--- src/rtl/pipe_pkg.sv ---
// -----------------------------------------------------------------------------
// pipe_pkg
// Shared types for the pipeline stage register.
//   ctrl_t        : decoded control bundle carried alongside the payload.
//                   Bit 0 (reg_dest_data_writeback) is the write-back enable.
//   CTRL_WIDTH    : packed width of ctrl_t; the default control width of the stage.
//   DATA_ALU_LSB / DATA_MEM_LSB : default payload layout (ALU result low half,
//                   memory data high half).
//   stage_state_t : occupancy of the skid-buffered stage.
// -----------------------------------------------------------------------------
package pipe_pkg;

  typedef struct packed {
    logic       wbs;
    logic [1:0] mm;
    logic       wm;
    logic       ni;
    logic       wce;
    logic       wme1;
    logic       wme2;
    logic       reg_dest;
    logic       reg_dest_data_writeback;
  } ctrl_t;

  localparam int CTRL_WIDTH   = $bits(ctrl_t);
  localparam int DATA_ALU_LSB = 0;
  localparam int DATA_MEM_LSB = 16;

  // EMPTY: nothing held; BUSY: main register full; FULL: main and skid full.
  typedef enum logic [1:0] {
    EMPTY = 2'd0,
    BUSY  = 2'd1,
    FULL  = 2'd2
  } stage_state_t;

endpackage

--- src/rtl/pipe_skid_buf.sv ---
// -----------------------------------------------------------------------------
// pipe_skid_buf
// One-entry skid buffer plus occupancy FSM for the registered-ready build of
// pipe_stage_reg. The main output register lives in the parent; this block
// tells the parent when to load it (and from where) or clear it.
// Ports:
//   clk, rst_n           : clock, synchronous active-low reset
//   in_valid/in_ctrl/in_data : upstream entry
//   flush                : drop everything held, return to EMPTY
//   out_ready            : downstream accepts the main register this cycle
//   in_ready             : registered ready to upstream (no path from out_ready)
//   main_ld              : load main register with ld_ctrl/ld_data
//   main_clr             : invalidate main register (takes priority over main_ld)
//   ld_ctrl/ld_data      : entry to load (upstream or skid)
// -----------------------------------------------------------------------------
module pipe_skid_buf
  import pipe_pkg::*;
#(
  parameter int CTRL_W = CTRL_WIDTH,
  parameter int DATA_W = 32
) (
  input  logic              clk,
  input  logic              rst_n,
  input  logic              in_valid,
  input  logic [CTRL_W-1:0] in_ctrl,
  input  logic [DATA_W-1:0] in_data,
  input  logic              flush,
  input  logic              out_ready,
  output logic              in_ready,
  output logic              main_ld,
  output logic              main_clr,
  output logic [CTRL_W-1:0] ld_ctrl,
  output logic [DATA_W-1:0] ld_data
);

  stage_state_t      state_q, state_d;
  logic              in_ready_q, in_ready_d;
  logic [CTRL_W-1:0] skid_ctrl_q, skid_ctrl_d;
  logic [DATA_W-1:0] skid_data_q, skid_data_d;
  logic              in_xfer, out_xfer;

  // in_ready_q always equals (state_q != FULL), so no input transfer can
  // happen in FULL.
  assign in_xfer  = in_valid && in_ready_q;
  assign out_xfer = (state_q != EMPTY) && out_ready;
  assign in_ready = in_ready_q;

  always_comb begin
    state_d     = state_q;
    skid_ctrl_d = skid_ctrl_q;
    skid_data_d = skid_data_q;
    main_ld     = 1'b0;
    main_clr    = 1'b0;
    ld_ctrl     = in_ctrl;
    ld_data     = in_data;
    if (flush) begin
      state_d  = EMPTY;
      main_clr = 1'b1;
    end else begin
      case (state_q)
        EMPTY: begin
          if (in_xfer) begin
            state_d = BUSY;
            main_ld = 1'b1;
          end
        end
        BUSY: begin
          case ({in_xfer, out_xfer})
            2'b10: begin
              // main is stuck, park the new entry in the skid slot
              state_d     = FULL;
              skid_ctrl_d = in_ctrl;
              skid_data_d = in_data;
            end
            2'b01: begin
              state_d  = EMPTY;
              main_clr = 1'b1;
            end
            2'b11:   main_ld = 1'b1;  // replace in place, no bubble
            default: ;
          endcase
        end
        FULL: begin
          if (out_xfer) begin
            state_d = BUSY;
            main_ld = 1'b1;
            ld_ctrl = skid_ctrl_q;
            ld_data = skid_data_q;
          end
        end
        default: begin
          state_d  = EMPTY;
          main_clr = 1'b1;
        end
      endcase
    end
    in_ready_d = (state_d != FULL);
  end

  always_ff @(posedge clk) begin
    if (!rst_n) begin
      state_q     <= EMPTY;
      in_ready_q  <= 1'b1;
      skid_ctrl_q <= '0;
      skid_data_q <= '0;
    end else begin
      state_q     <= state_d;
      in_ready_q  <= in_ready_d;
      skid_ctrl_q <= skid_ctrl_d;
      skid_data_q <= skid_data_d;
    end
  end

endmodule

--- src/rtl/pipe_stage_reg.sv ---
// -----------------------------------------------------------------------------
// pipe_stage_reg
// Valid/ready pipeline stage register for a control bundle plus payload, with
// flush and a saturating back-pressure counter.
// Build option: define PIPE_STAGE_SKID_EN for a registered in_ready backed by
// a one-entry skid buffer (pipe_skid_buf). Without it the stage is a single
// register whose in_ready combinationally follows out_ready.
// Ports:
//   clk, rst_n            : clock, synchronous active-low reset
//   in_valid/in_ready     : upstream handshake
//   in_ctrl/in_data       : upstream entry
//   flush                 : kill all held entries (out_data keeps its value)
//   out_valid/out_ready   : downstream handshake
//   out_ctrl/out_data     : registered entry; out_ctrl is zero when invalid
//   stall_cnt             : saturating count of out_valid && !out_ready edges
// -----------------------------------------------------------------------------
module pipe_stage_reg
  import pipe_pkg::*;
#(
  parameter int CTRL_W = CTRL_WIDTH,
  parameter int DATA_W = 32,
  parameter int CNT_W  = 16
) (
  input  logic              clk,
  input  logic              rst_n,
  input  logic              in_valid,
  output logic              in_ready,
  input  logic [CTRL_W-1:0] in_ctrl,
  input  logic [DATA_W-1:0] in_data,
  input  logic              flush,
  output logic              out_valid,
  input  logic              out_ready,
  output logic [CTRL_W-1:0] out_ctrl,
  output logic [DATA_W-1:0] out_data,
  output logic [CNT_W-1:0]  stall_cnt
);

  logic              out_valid_q, out_valid_d;
  logic [CTRL_W-1:0] ctrl_q, ctrl_d;
  logic [DATA_W-1:0] data_q, data_d;
  logic [CNT_W-1:0]  stall_cnt_q, stall_cnt_d;

  logic              main_ld, main_clr;
  logic [CTRL_W-1:0] ld_ctrl;
  logic [DATA_W-1:0] ld_data;

`ifdef PIPE_STAGE_SKID_EN
  pipe_skid_buf #(
    .CTRL_W (CTRL_W),
    .DATA_W (DATA_W)
  ) u_skid (
    .clk       (clk),
    .rst_n     (rst_n),
    .in_valid  (in_valid),
    .in_ctrl   (in_ctrl),
    .in_data   (in_data),
    .flush     (flush),
    .out_ready (out_ready),
    .in_ready  (in_ready),
    .main_ld   (main_ld),
    .main_clr  (main_clr),
    .ld_ctrl   (ld_ctrl),
    .ld_data   (ld_data)
  );
`else
  // Single register: accept whenever the slot is free or being drained.
  assign in_ready = !out_valid_q || out_ready;

  always_comb begin
    main_ld  = in_valid && in_ready && !flush;
    main_clr = flush || (out_valid_q && out_ready && !main_ld);
    ld_ctrl  = in_ctrl;
    ld_data  = in_data;
  end
`endif

  always_comb begin
    out_valid_d = out_valid_q;
    ctrl_d      = ctrl_q;
    data_d      = data_q;
    // Invalidating zeroes ctrl so a bubble carries no write enables; data is
    // left alone.
    if (main_clr) begin
      out_valid_d = 1'b0;
      ctrl_d      = '0;
    end else if (main_ld) begin
      out_valid_d = 1'b1;
      ctrl_d      = ld_ctrl;
      data_d      = ld_data;
    end

    stall_cnt_d = stall_cnt_q;
    if (!flush && out_valid_q && !out_ready && (stall_cnt_q != '1))
      stall_cnt_d = stall_cnt_q + 1'b1;
  end

  always_ff @(posedge clk) begin
    if (!rst_n) begin
      out_valid_q <= 1'b0;
      ctrl_q      <= '0;
      data_q      <= '0;
      stall_cnt_q <= '0;
    end else begin
      out_valid_q <= out_valid_d;
      ctrl_q      <= ctrl_d;
      data_q      <= data_d;
      stall_cnt_q <= stall_cnt_d;
    end
  end

  assign out_valid = out_valid_q;
  assign out_ctrl  = ctrl_q;
  assign out_data  = data_q;
  assign stall_cnt = stall_cnt_q;

endmodule

--- config.mk ---
export PLATFORM = sky130hd
export DESIGN_NAME = pipe_stage_reg
export DESIGN_NICKNAME = d
export VERILOG_FILES = /design/src/rtl/pipe_pkg.sv /design/src/rtl/pipe_skid_buf.sv /design/src/rtl/pipe_stage_reg.sv
export SDC_FILE = /design/constraint.sdc
export NUM_CORES = 1
export LEC_CHECK = 0
export CAP_MARGIN = 20
export CORE_AREA = 2 2 76 78
export CTS_CLUSTER_DIAMETER = 200
export DETAILED_ROUTE_END_ITERATION = 10
export DIE_AREA = 0 0 78 80
export PLACE_DENSITY = 0.86
export SLEW_MARGIN = 20
export SYNTH_ARGS = -nofsm -noshare
export SYNTH_HDL_FRONTEND = slang
export SYNTH_SLANG_ARGS = --single-unit
export TNS_END_PERCENT = 5
--- constraint.sdc ---
create_clock -name clk -period 3.98 [get_ports clk]
set_clock_uncertainty 0.15 [all_clocks]
set_input_delay 0.597 -clock clk [delete_from_list [all_inputs] [get_ports clk]]
set_output_delay 0.597 -clock clk [all_outputs]
set_load 0.02 [all_outputs]
# --- Word level (Yosys, flattened, before mapping) ---
# Cells that the tools add are included.
op_classes:
  eq_ne: 1
  bitwise_logic: 2
  add_sub_neg: 1
  n_reduce_logical: 15
op_table:
  columns: ["op", "n"]
  rows:
  - ["16-bit by 1-bit adder with 16-bit output (second input constant)", 1]
  - ["16-bit inequality test (second input constant)", 1]
  - ["1-bit logical AND", 7]
  - ["1-bit logical NOT", 4]
  - ["1-bit logical OR", 2]
  - ["1-bit inverter", 2]
  - ["2-bit AND reduction", 1]
  - ["2-bit OR reduction", 1]
totals:
  reg_bits: 59
  in_bits: 47
  elab_cells: 23

# --- Logic depth before layout (Yosys ltp) ---
# Gate-level depths: netlist of run 1.
logic_depth:
  ltp_word: 9
  mapped_depth: 5
  depth_no_buf: 5

# --- Worst setup path after synthesis of run 1 ---
# OpenSTA, ideal clock, no wires.
synth_path:
  path_kind: "input to register"
  startpoint: "input port out_ready"
  endpoint: "register stall_cnt_q[15] (netlist: stall_cnt[15])"
  required_ns: 3.760
  arrival_time_ns: 1.706
  cell_stages: 4
  path_buffers: 0
  slack_ns: 2.053
  cell_sequence: "nor3b_4 -> nand4b_2 -> or4_1 -> a21oi_1"
synth_via:
  elab_chain_cells: 3
synth_lines:
  columns: ["item", "line_no", "text"]
  rows:
  - ["from (decl)", "pipe_stage_reg.sv:32", "input logic out_ready,"]
  - ["1-bit logical NOT", "pipe_stage_reg.sv:93", "if (!flush && out_valid_q && !out_ready && (stall_cnt_q != '1))"]
  - ["1-bit logical AND (2 in series)", "pipe_stage_reg.sv:93", null]
  - ["to (signal assigned)", "pipe_stage_reg.sv:107", "stall_cnt_q <= stall_cnt_d;"]
  - ["to (decl)", "pipe_stage_reg.sv:41", "logic [CNT_W-1:0] stall_cnt_q, stall_cnt_d;"]
# No other way between the ends.
# A chain may end at the register's enable or synchronous reset.

# --- Worst setup path in the final report of run 1 ---
layout_path:
  startpoint: "input port out_ready"
  endpoint: "output port in_ready"
layout_via:
  elab_chain_cells: 1
layout_lines:
  columns: ["item", "line_no", "text"]
  rows:
  - ["1-bit logical OR", "pipe_stage_reg.sv:67", "assign in_ready = !out_valid_q || out_ready;"]
  - ["to (decl)", "pipe_stage_reg.sv:27", "output logic in_ready,"]
# No other way between the ends.

==> results of run 1 <==
[state kept, by name, indices dropped and copies added, names as in the netlist]
name,count
out_data,32
stall_cnt,16
out_valid,1
out_ctrl,10
[metal layers]
layer / up-vias / GRT usage (%)
li1: 1200 / -
met5: - / 0
met2: 83 / 33.53
met3: 8 / 6.674
met4: 0 / 10.00
met1: 1084 / 24.60
[through the flow]
step           worst slack (ns)  area [µm²]  power [mW]
3_5_place_dp              1.262        3520      0.7925
3_3_place_gp              1.298        3520      0.7894
4_1_cts                   1.277        3707       1.312
2_1_floorplan             2.053        2397      0.6971
5_1_grt                   1.240        3707       1.353
6_report                  1.281        3707       1.300
[worst max-delay path, stage by stage]
cell and delay [ns]:
sky130_fd_sc_hd__clkdlybuf4s50_1 0.56, sky130_fd_sc_hd__nand2b_1 0.17, sky130_fd_sc_hd__clkdlybuf4s50_1 0.62
[final cells by class]
type | instances | area, µm²
Clock buffer | 14 | 152.6
Clock inverter | 2 | 35.03
Fill cell | 433 | 1698
Inverter | 4 | 15.01
Multi-Input combinational cell | 208 | 1150
Sequential cell | 59 | 1181
Tap cell | 72 | 90.09
Timing Repair Buffer | 109 | 1084
[worst paths after layout]
| check | slack, ns | depth (start not counted) | end |
|---|---|---|---|
| hold / removal | 0.30 | 2 | out_data[8] |
| setup / recovery | 1.28 | 3 | in_ready |
| hold reg to reg | 0.30 | 2 | out_data[8] |
| setup reg to reg | 1.98 | 4 | stall_cnt[11] |
[cell families (layout without fill, tap and decap cells)]
| kind of cell | count (synthesis) | in the layout | synth area share (%) |
|---|---|---|---|
| flip-flops | 59 | 59 | 49.27 |
| buffers and inverters | 19 | 129 | 3.027 |
| multiplexers | 3 | 3 | 1.253 |
| AND/OR/NAND/NOR | 134 | 134 | 28.55 |
| AO/OA/AOI/OAI | 70 | 70 | 17.38 |
| adder cells (fa/ha/maj) | 1 | 1 | 0.5218 |
[report_power, final]
| part | switching, mW | total (mW) | internal, mW |
|---|---|---|---|
| combinational | 0.0756 | 0.161 | 0.0852 |
| sequential | 0.00892 | 0.618 | 0.609 |
| clock | 0.215 | 0.521 | 0.307 |
[cells in the final DEF, fill, tap and decap left out, drive strengths merged, types with 4 or more instances in the layout]
master         instances
nor2                   4
or4                    5
dfxtp                 59
nor4                   4
o21ai                  4
nand2                 93
nand4                  6
clkdlybuf4s50        106
a21oi                 51
clkbuf                14
nand3                  4
o31ai                  4
==> flow_metrics.py, run 1 <==
metrics = {
    "synthesis": {
        "warning_count_from_the_yosys_run": 0,
        "synth-edff-count": 0,
        "flip_flop_and_latch_count_after_synthesis": 59,
        "synth.top_cells.by_area": "sky130_fd_sc_hd__dfxtp_1 (49%), sky130_fd_sc_hd__nand2_1 (15%), sky130_fd_sc_hd__a21oi_1 (11%), sky130_fd_sc_hd__clkbuf_1 (2.2%), sky130_fd_sc_hd__nand4_4 (1.8%)",
        "yosysTopAreaCellShare_pct": 49.27,
        "synth_sequential_area_ratio_pct": 49.27,
        "synth.most_common_cell": "sky130_fd_sc_hd__nand2_1",
        "post_synth_arst_share_pct": 0,
        "mappedNetlistArea_um2": 2397,
        "syn_nets": 334,
        "synth_top_cell_by_area": "sky130_fd_sc_hd__dfxtp_1",
        "dominantRegCellSynth": "sky130_fd_sc_hd__dfxtp_1",
        "synthDistinctLibCells": 44,
        "synthesized_netlist_cell_count": 286,
        "avgSynthCellArea_um2": 8.382,
        "yosys-top-cells-count": "sky130_fd_sc_hd__nand2_1 (93), sky130_fd_sc_hd__dfxtp_1 (59), sky130_fd_sc_hd__a21oi_1 (51)",
    },
    "sta": {
        "slew_of_the_pin_with_the_lowest_slew_margin_ns": 0.5700,
        "worst_slew_margin_rel_pct": 61.88,
        "timing.setup.tns_ns": 0,
        "timing_hold_violations_final": 0,
        "setup-violations-final": 0,
        "hold_ws_ns": 0.3021,
        "slew_viol_final": 0,
        "setup_repair_after_global_routing_missed_its_margin": "false",
        "clock.fmax_ghz": 0.3705,
        "final_period_minus_worst_setup_slack_ns": 2.699,
        "layout_worst_path_cycle_share_pct": 67.82,
    },
    "worst_hold_path": {
        "holdCritStartpoint": "out_data[8]",
        "timing.hold.worst.class": "register to register",
    },
    "routing": {
        "viasPerCell": 5.075,
        "initialDrtViolationCount": 143,
        "route.layer.met1.wl_mm": 2.756,
        "detailroute.wirelength.met2_mm": 3.045,
        "met3_length_um": 453,
        "routed_wire_length_per_instance_um": 13.56,
        "final_ant_viol_nets": 0,
        "dr.max_layer_used": "met4",
        "postRouteWirelength_mm": 6.345,
        "remaining_drc_errors": 0,
        "vias": 2375,
        "dr.pass1.iters": 4,
    },
    "finish": {
        "num-nets-final": 439,
        "layout-drive-gt1-share_pct": 6.818,
        "layout.cells.non_filler": 468,
        "area_growth_syn_to_layout_pct": 54.65,
        "finalCoreUtilization_pct": 68.59,
        "n_antenna_cell": 0,
    },
    "setup_path": {
        "worst-endpoint-arrival_ns": 1.95,
        "critPathLaunch": "out_ready",
        "worst-path-max-fanout": 4,
        "r2r_start": "out_valid",
        "timing.setup.critical_path_class": "input port to primary output",
        "cp_data_required_time_ns": 3.23,
        "setup_crit_start_kind": "input port",
        "cp-end-kind": "primary output",
    },
    "power": {
        "pwr_density_cell_nw_per_um2": 350.6,
        "worst_voltage_drop_across_the_vdd_grid_v": 0.0002289,
        "leakagePower_nw": 1.332,
    },
    "grt": {
        "grt_util_all_layers_pct": 20.62,
        "grt_overflow_total": 0,
        "grt_max_degree": 43,
        "global_route_wire_length_before_repair_mm": 10.21,
        "grt_antenna_before_repair": 0,
        "number_of_global_route_vias_before_repair": 2244,
    },
    "place": {
        "placedCellCount": 452,
        "gp_congestion": 0.8511,
        "post-dp-hpwl_mm": 4.513,
        "numPortBuffers": 106,
    },
    "clock_tree": {
        "clock_tree.root_cell": "sky130_fd_sc_hd__clkbuf_8",
        "hold_buffers": 0,
        "clock-sinks": 59,
        "cts_max_level": 3,
        "clk_latency_ns": 0.32,
        "clkSlewWorstSetupHoldPaths_ns": 0.06,
        "cts_made_buffers": 9,
        "cts_post_setup_buffers_inserted": 0,
        "ctsLongestPathBuffers": 2,
        "cts_tree": "done",
        "cts_resized": 0,
    },
    "floorplan": {
        "placement_rows": 27,
        "dieWidth_um": 78,
        "die_height_um": 80,
        "initial_core_util_pct": 44.35,
        "dieArea_um2": 6240,
        "core-area_um2": 5405,
        "top_level_port_count": 107,
    },
    "run": {
        "drv_cap": 0,
    },
    "status": {
        "outcome": "finished, final reports clean",
    },
}
No activity file was read; power rests on OpenSTA's default activity.
==> inputs of run 2 (changes only) <==
Settings changed: CORE_AREA 2 2 76 78 to 2 2 84 86, DIE_AREA 0 0 78 80 to 0 0 86 88, PLACE_DENSITY 0.86 to 0.76.
Clock period 3.98 ns to 2.4 ns, I/O delays scaled along.
==> flow_metrics.py, run 2 (synthesis gave the netlist of run 1 again) <==
metrics = {
    "status": {
        "outcome": "finished, final reports clean",
    },
    "grt": {
        "number_of_global_route_vias_before_repair": 2310,
        "grt_max_degree": 43,
        "grt_antenna_before_repair": 0,
        "global_route_wire_length_before_repair_mm": 10.52,
        "grt_overflow_total": 0,
        "grt_util_all_layers_pct": 17.51,
    },
    "place": {
        "post-dp-hpwl_mm": 4.660,
        "gp_congestion": 0.8288,
        "numPortBuffers": 106,
        "post_dp_cell_area_um2": 3600,
    },
    "floorplan": {
        "placement_rows": 30,
        "dieWidth_um": 86,
        "dieArea_um2": 7568,
        "initial_core_util_pct": 36.08,
        "top_level_port_count": 107,
        "core-area_um2": 6644,
        "die_height_um": 88,
    },
    "clock_tree": {
        "cts_post_setup_buffers_inserted": 0,
        "hold_buffers": 0,
        "ctsLongestPathBuffers": 2,
        "clock-sinks": 59,
        "clkSlewWorstSetupHoldPaths_ns": 0.06,
        "cts_made_buffers": 9,
        "clock_tree.root_cell": "sky130_fd_sc_hd__clkbuf_8",
        "cts_max_level": 3,
        "clk_latency_ns": 0.32,
        "cts_tree": "done",
        "cts_resized": 0,
    },
    "finish": {
        "area_growth_syn_to_layout_pct": 61.01,
        "design_area_um2": 3860,
        "layout-drive-gt1-share_pct": 9.204,
        "max_reg_flops": 32,
        "n_antenna_cell": 0,
        "num-nets-final": 445,
        "top_library_cells_by_usage_in_the_layout_fill_and_taps_aside": "sky130_fd_sc_hd__clkdlybuf4s50_1 (106), sky130_fd_sc_hd__nand2_1 (93), sky130_fd_sc_hd__dfxtp_1 (59), sky130_fd_sc_hd__a21oi_1 (51), sky130_fd_sc_hd__clkbuf_8 (12)",
        "finalCoreUtilization_pct": 58.10,
        "most_common_library_cell_in_the_layout_ignoring_fill_and_taps": "sky130_fd_sc_hd__clkdlybuf4s50_1",
    },
    "sta": {
        "slew_of_the_pin_with_the_lowest_slew_margin_ns": 0.5348,
        "hold_ws_ns": 0.3041,
        "final_period_minus_worst_setup_slack_ns": 2.294,
        "timing.setup.tns_ns": 0,
        "timing_hold_violations_final": 0,
        "layout_worst_path_cycle_share_pct": 95.59,
        "setup-violations-final": 0,
        "slew_viol_final": 0,
        "clock.fmax_ghz": 0.4359,
        "worst_slew_margin_rel_pct": 64.34,
        "setup_repair_after_global_routing_missed_its_margin": "false",
    },
    "routing": {
        "postRouteWirelength_mm": 6.529,
        "final_ant_viol_nets": 0,
        "vias": 2420,
        "routed_wire_length_per_instance_um": 13.55,
        "viasPerCell": 5.021,
        "initialDrtViolationCount": 98,
        "remaining_drc_errors": 0,
        "dr.pass1.iters": 4,
    },
    "power": {
        "pwr_density_cell_nw_per_um2": 634.6,
        "leakagePower_nw": 1.407,
        "total_power_consumption_mw": 2.450,
        "worst_voltage_drop_across_the_vdd_grid_v": 0.0003839,
    },
    "setup_path": {
        "timing.setup.critical_path_class": "input port to primary output",
        "worst-endpoint-arrival_ns": 1.78,
        "r2r_start": "stall_cnt[8]",
        "worst-path-max-fanout": 4,
        "cp-end-kind": "primary output",
        "critPathLaunch": "out_ready",
        "setup_crit_start_kind": "input port",
        "cp_data_required_time_ns": 1.89,
    },
    "run": {
        "drv_cap": 0,
    },
    "worst_hold_path": {
        "timing.hold.worst.class": "register to register",
        "holdCritStartpoint": "out_data[22]",
    },
}
-- run 2: cell types whose count changed in the layout (fill, tap and decap cells not counted), sizes merged --
cell,before,now
buf,3,9
clkbuf,14,12
bufinv,1,3
-- run 2: power by group --
part	internal, mW	switching, mW
Sequential	1.01	0.0157
Combinational	0.151	0.128
Clock	0.773	0.372
-- run 2: through the flow --
stage                     instances  worst slack (ns)
after floorplan                 286            0.4948
after global placement          466            0.1218
after detailed placement        466          -0.02133
after CTS                       482            0.1189
after global routing            482           0.08139
final                           482            0.1058
-- run 2: per-layer routing --
| metal | global-route usage, % | vias to the layer above | wire [µm] |
|---|---|---|---|
| met5 | 0 | - | 0 |
| met4 | 7.648 | 0 | 53 |
| met3 | 5.749 | 7 | 512 |
| met2 | 27.55 | 83 | 3037 |
| met1 | 22.00 | 1121 | 2925 |
| li1 | - | 1209 | - |
-- run 2: layout make-up --
| class | instances | area [µm²] |
|---|---|---|
| multi-input combinational | 208 | 1150 |
| clock inverter | 4 | 95.09 |
| sequential | 59 | 1181 |
| clock buffer | 12 | 165.2 |
| tap | 80 | 100.1 |
| timing repair buffer | 115 | 1154 |
| inverter | 4 | 15.01 |
| fill | 599 | 2784 |
-- run 2: critical path: stages --
cell and delay [ns]:
sky130_fd_sc_hd__clkdlybuf4s50_1 0.58, sky130_fd_sc_hd__nand2b_1 0.20, sky130_fd_sc_hd__clkdlybuf4s50_1 0.64
-- run 2: final timing paths --
path	endpoint	slack (ns)	depth (start not counted)
worst max register to register	stall_cnt[2]	0.45	4
worst max-delay path	in_ready	0.11	3
worst min register to register	out_data[22]	0.30	2
worst min-delay path	out_data[22]	0.30	2
==> inputs of run 3 (changes only) <==
Settings changed: ABC_AREA from default to 1, PLACE_DENSITY 0.76 to 0.77, SYNTH_HIERARCHICAL from default to 1.
==> flow_metrics.py, run 3 <==
metrics = {
    "status": {
        "outcome": "finished with violations",
        "violations": "design-rule violations",
    },
    "place": {
        "gp_congestion": 0.8673,
        "post-dp-hpwl_mm": 4.728,
        "dpl_worst_slack_ns": 0.2914,
        "post_dp_cell_area_um2": 3603,
        "numPortBuffers": 106,
        "placedCellCount": 523,
    },
    "floorplan": {
        "placement_rows": 30,
        "top_level_port_count": 107,
        "die_height_um": 88,
        "core-area_um2": 6644,
        "dieWidth_um": 86,
        "initial_core_util_pct": 37.23,
        "dieArea_um2": 7568,
    },
    "finish": {
        "area.sequential_um2": 1181,
        "layout-drive-gt1-share_pct": 7.642,
        "most_common_library_cell_in_the_layout_ignoring_fill_and_taps": "sky130_fd_sc_hd__clkdlybuf4s50_1",
        "multi_input_area_um2": 1129,
        "num-nets-final": 502,
        "finalCoreUtilization_pct": 56.93,
        "n_antenna_cell": 0,
        "design_area_um2": 3782,
        "num-fill-cells": 625,
        "top_library_cells_by_usage_in_the_layout_fill_and_taps_aside": "sky130_fd_sc_hd__clkdlybuf4s50_1 (106), sky130_fd_sc_hd__nor2_1 (102), sky130_fd_sc_hd__dfxtp_1 (59), sky130_fd_sc_hd__nand2_1 (57), sky130_fd_sc_hd__o21ai_0 (33)",
        "area_growth_syn_to_layout_pct": 52.91,
        "max_reg_flops": 32,
        "layout.cells.non_filler": 538,
    },
    "worst_hold_path": {
        "timing.hold.worst.class": "register to register",
    },
    "routing": {
        "final_ant_viol_nets": 0,
        "initialDrtViolationCount": 96,
        "postRouteWirelength_mm": 6.403,
        "vias": 2560,
        "route.layer.met1.wl_mm": 2.766,
        "detailroute.wirelength.met2_mm": 2.991,
        "dr.pass1.iters": 7,
        "remaining_drc_errors": 1,
        "routed_wire_length_per_instance_um": 11.90,
        "viasPerCell": 4.758,
        "dr.max_layer_used": "met4",
        "met3_length_um": 581,
    },
    "clock_tree": {
        "clk_latency_ns": 0.33,
        "clock-sinks": 59,
        "clkSlewWorstSetupHoldPaths_ns": 0.06,
        "cts_made_buffers": 9,
        "hold_buffers": 0,
        "clock_tree.root_cell": "sky130_fd_sc_hd__clkbuf_8",
        "cts_resized": 0,
        "cts_post_setup_buffers_inserted": 0,
        "ctsLongestPathBuffers": 2,
        "cts_tree": "done",
        "cts_max_level": 3,
    },
    "power": {
        "worst_voltage_drop_across_the_vdd_grid_v": 0.0003368,
        "pwr_density_cell_nw_per_um2": 579.2,
        "total_power_consumption_mw": 2.191,
        "leakagePower_nw": 1.497,
    },
    "synthesis": {
        "flip_flop_and_latch_count_after_synthesis": 59,
        "synth.top_cells.by_area": "sky130_fd_sc_hd__dfxtp_1 (48%), sky130_fd_sc_hd__nor2_1 (15%), sky130_fd_sc_hd__nand2_1 (8.6%), sky130_fd_sc_hd__o21ai_0 (6.7%), sky130_fd_sc_hd__nand3_1 (4.5%)",
        "mappedNetlistArea_um2": 2474,
        "warning_count_from_the_yosys_run": 6,
        "dominantRegCellSynth": "sky130_fd_sc_hd__dfxtp_1",
        "post_synth_arst_share_pct": 0,
        "synth.most_common_cell": "sky130_fd_sc_hd__nor2_1",
        "synth_top_cell_by_area": "sky130_fd_sc_hd__dfxtp_1",
        "syn_nets": 395,
        "yosys-top-cells-count": "sky130_fd_sc_hd__nor2_1 (102), sky130_fd_sc_hd__dfxtp_1 (59), sky130_fd_sc_hd__nand2_1 (57)",
        "synthesized_netlist_cell_count": 347,
        "synth_sequential_area_ratio_pct": 47.75,
        "synth-edff-count": 0,
        "synthDistinctLibCells": 21,
        "avgSynthCellArea_um2": 7.129,
        "yosysTopAreaCellShare_pct": 47.75,
    },
    "setup_path": {
        "cp-end-kind": "primary output",
        "worst-endpoint-arrival_ns": 1.61,
        "worst-path-max-fanout": 3,
        "cp_data_required_time_ns": 1.89,
        "timing.setup.critical_path_class": "input port to primary output",
        "setup_crit_start_kind": "input port",
    },
    "sta": {
        "timing_hold_violations_final": 0,
        "slew_of_the_pin_with_the_lowest_slew_margin_ns": 0.4428,
        "final_period_minus_worst_setup_slack_ns": 2.116,
        "timing.setup.tns_ns": 0,
        "clock.fmax_ghz": 0.4727,
        "setup_slack_ns": 0.2844,
        "worst_slew_margin_rel_pct": 70.39,
        "hold_ws_ns": 0.3116,
        "slew_viol_final": 0,
        "layout_worst_path_cycle_share_pct": 88.15,
        "setup-violations-final": 0,
        "setup_repair_after_global_routing_missed_its_margin": "false",
    },
    "grt": {
        "grt_util_all_layers_pct": 17.34,
        "global_route_wire_length_before_repair_mm": 10.29,
        "grt_max_degree": 43,
        "grt_overflow_total": 0,
        "grt_antenna_before_repair": 0,
        "number_of_global_route_vias_before_repair": 2252,
    },
    "run": {
        "drv_cap": 0,
    },
}
==> run 3: cell count changes after synthesis, moves of 9 or more <==
cell / change
sky130_fd_sc_hd__nor2_1: +98
sky130_fd_sc_hd__nand2_1: -36
sky130_fd_sc_hd__clkbuf_1: -9
sky130_fd_sc_hd__inv_1: +12
sky130_fd_sc_hd__nand3_1: +18
sky130_fd_sc_hd__o21ai_0: +30
sky130_fd_sc_hd__a21oi_1: -30
==> run 3: kinds of logic (layout without fill, tap and decap cells) <==
logic type	Yosys count	count (layout)	synth area share [%]
buffers and inverters	36	147	6.626
adders and majority gates	1	1	0.5057
xor gates and xnor gates	1	1	0.3541
DFF	59	59	47.75
and+or+nand+nor	196	196	33.84
AOI/OAI and AO/OA	54	54	10.93
==> run 3: per-layer routing <==
layer  vias up  GRT usage, %
met5         -             0
met4         0         4.329
met3         8         7.823
met2        91         28.82
met1      1138         20.50
li1       1323             -
==> run 3: worst paths after layout <==
check                     from             to  slack [ns]  cells past startpoint
hold reg to reg    out_ctrl[2]    out_ctrl[2]        0.31                      2
hold / removal     out_ctrl[2]    out_ctrl[2]        0.31                      2
setup / recovery     out_ready       in_ready        0.28                      4
setup reg to reg  stall_cnt[0]  stall_cnt[15]        0.56                      6
==> run 3: worst max-delay path, cell delays in order <==
cell,delay [ns]
sky130_fd_sc_hd__clkdlybuf4s50_1,0.48
sky130_fd_sc_hd__inv_1,0.08
sky130_fd_sc_hd__nand2_4,0.08
sky130_fd_sc_hd__clkdlybuf4s50_1,0.60
==> run 3: area by class of cell <==
cell class                      count  share of cell area (%)
Timing Repair Buffer              112                   29.57
Clock buffer                       13                   4.466
Sequential cell                    59                   31.23
Clock inverter                      2                  0.2646
Multi-Input combinational cell    252                   29.84
Tap cell                           80                   2.646
Inverter                           20                   1.985
==> run 3: power breakdown <==
group / switching (mW) / internal, mW / total, mW / leakage, nW
Clock: 0.363 / 0.450 / 0.814 / 0.0953
Sequential: 0.0222 / 1.02 / 1.04 / 0.482
Combinational: 0.157 / 0.176 / 0.333 / 0.919
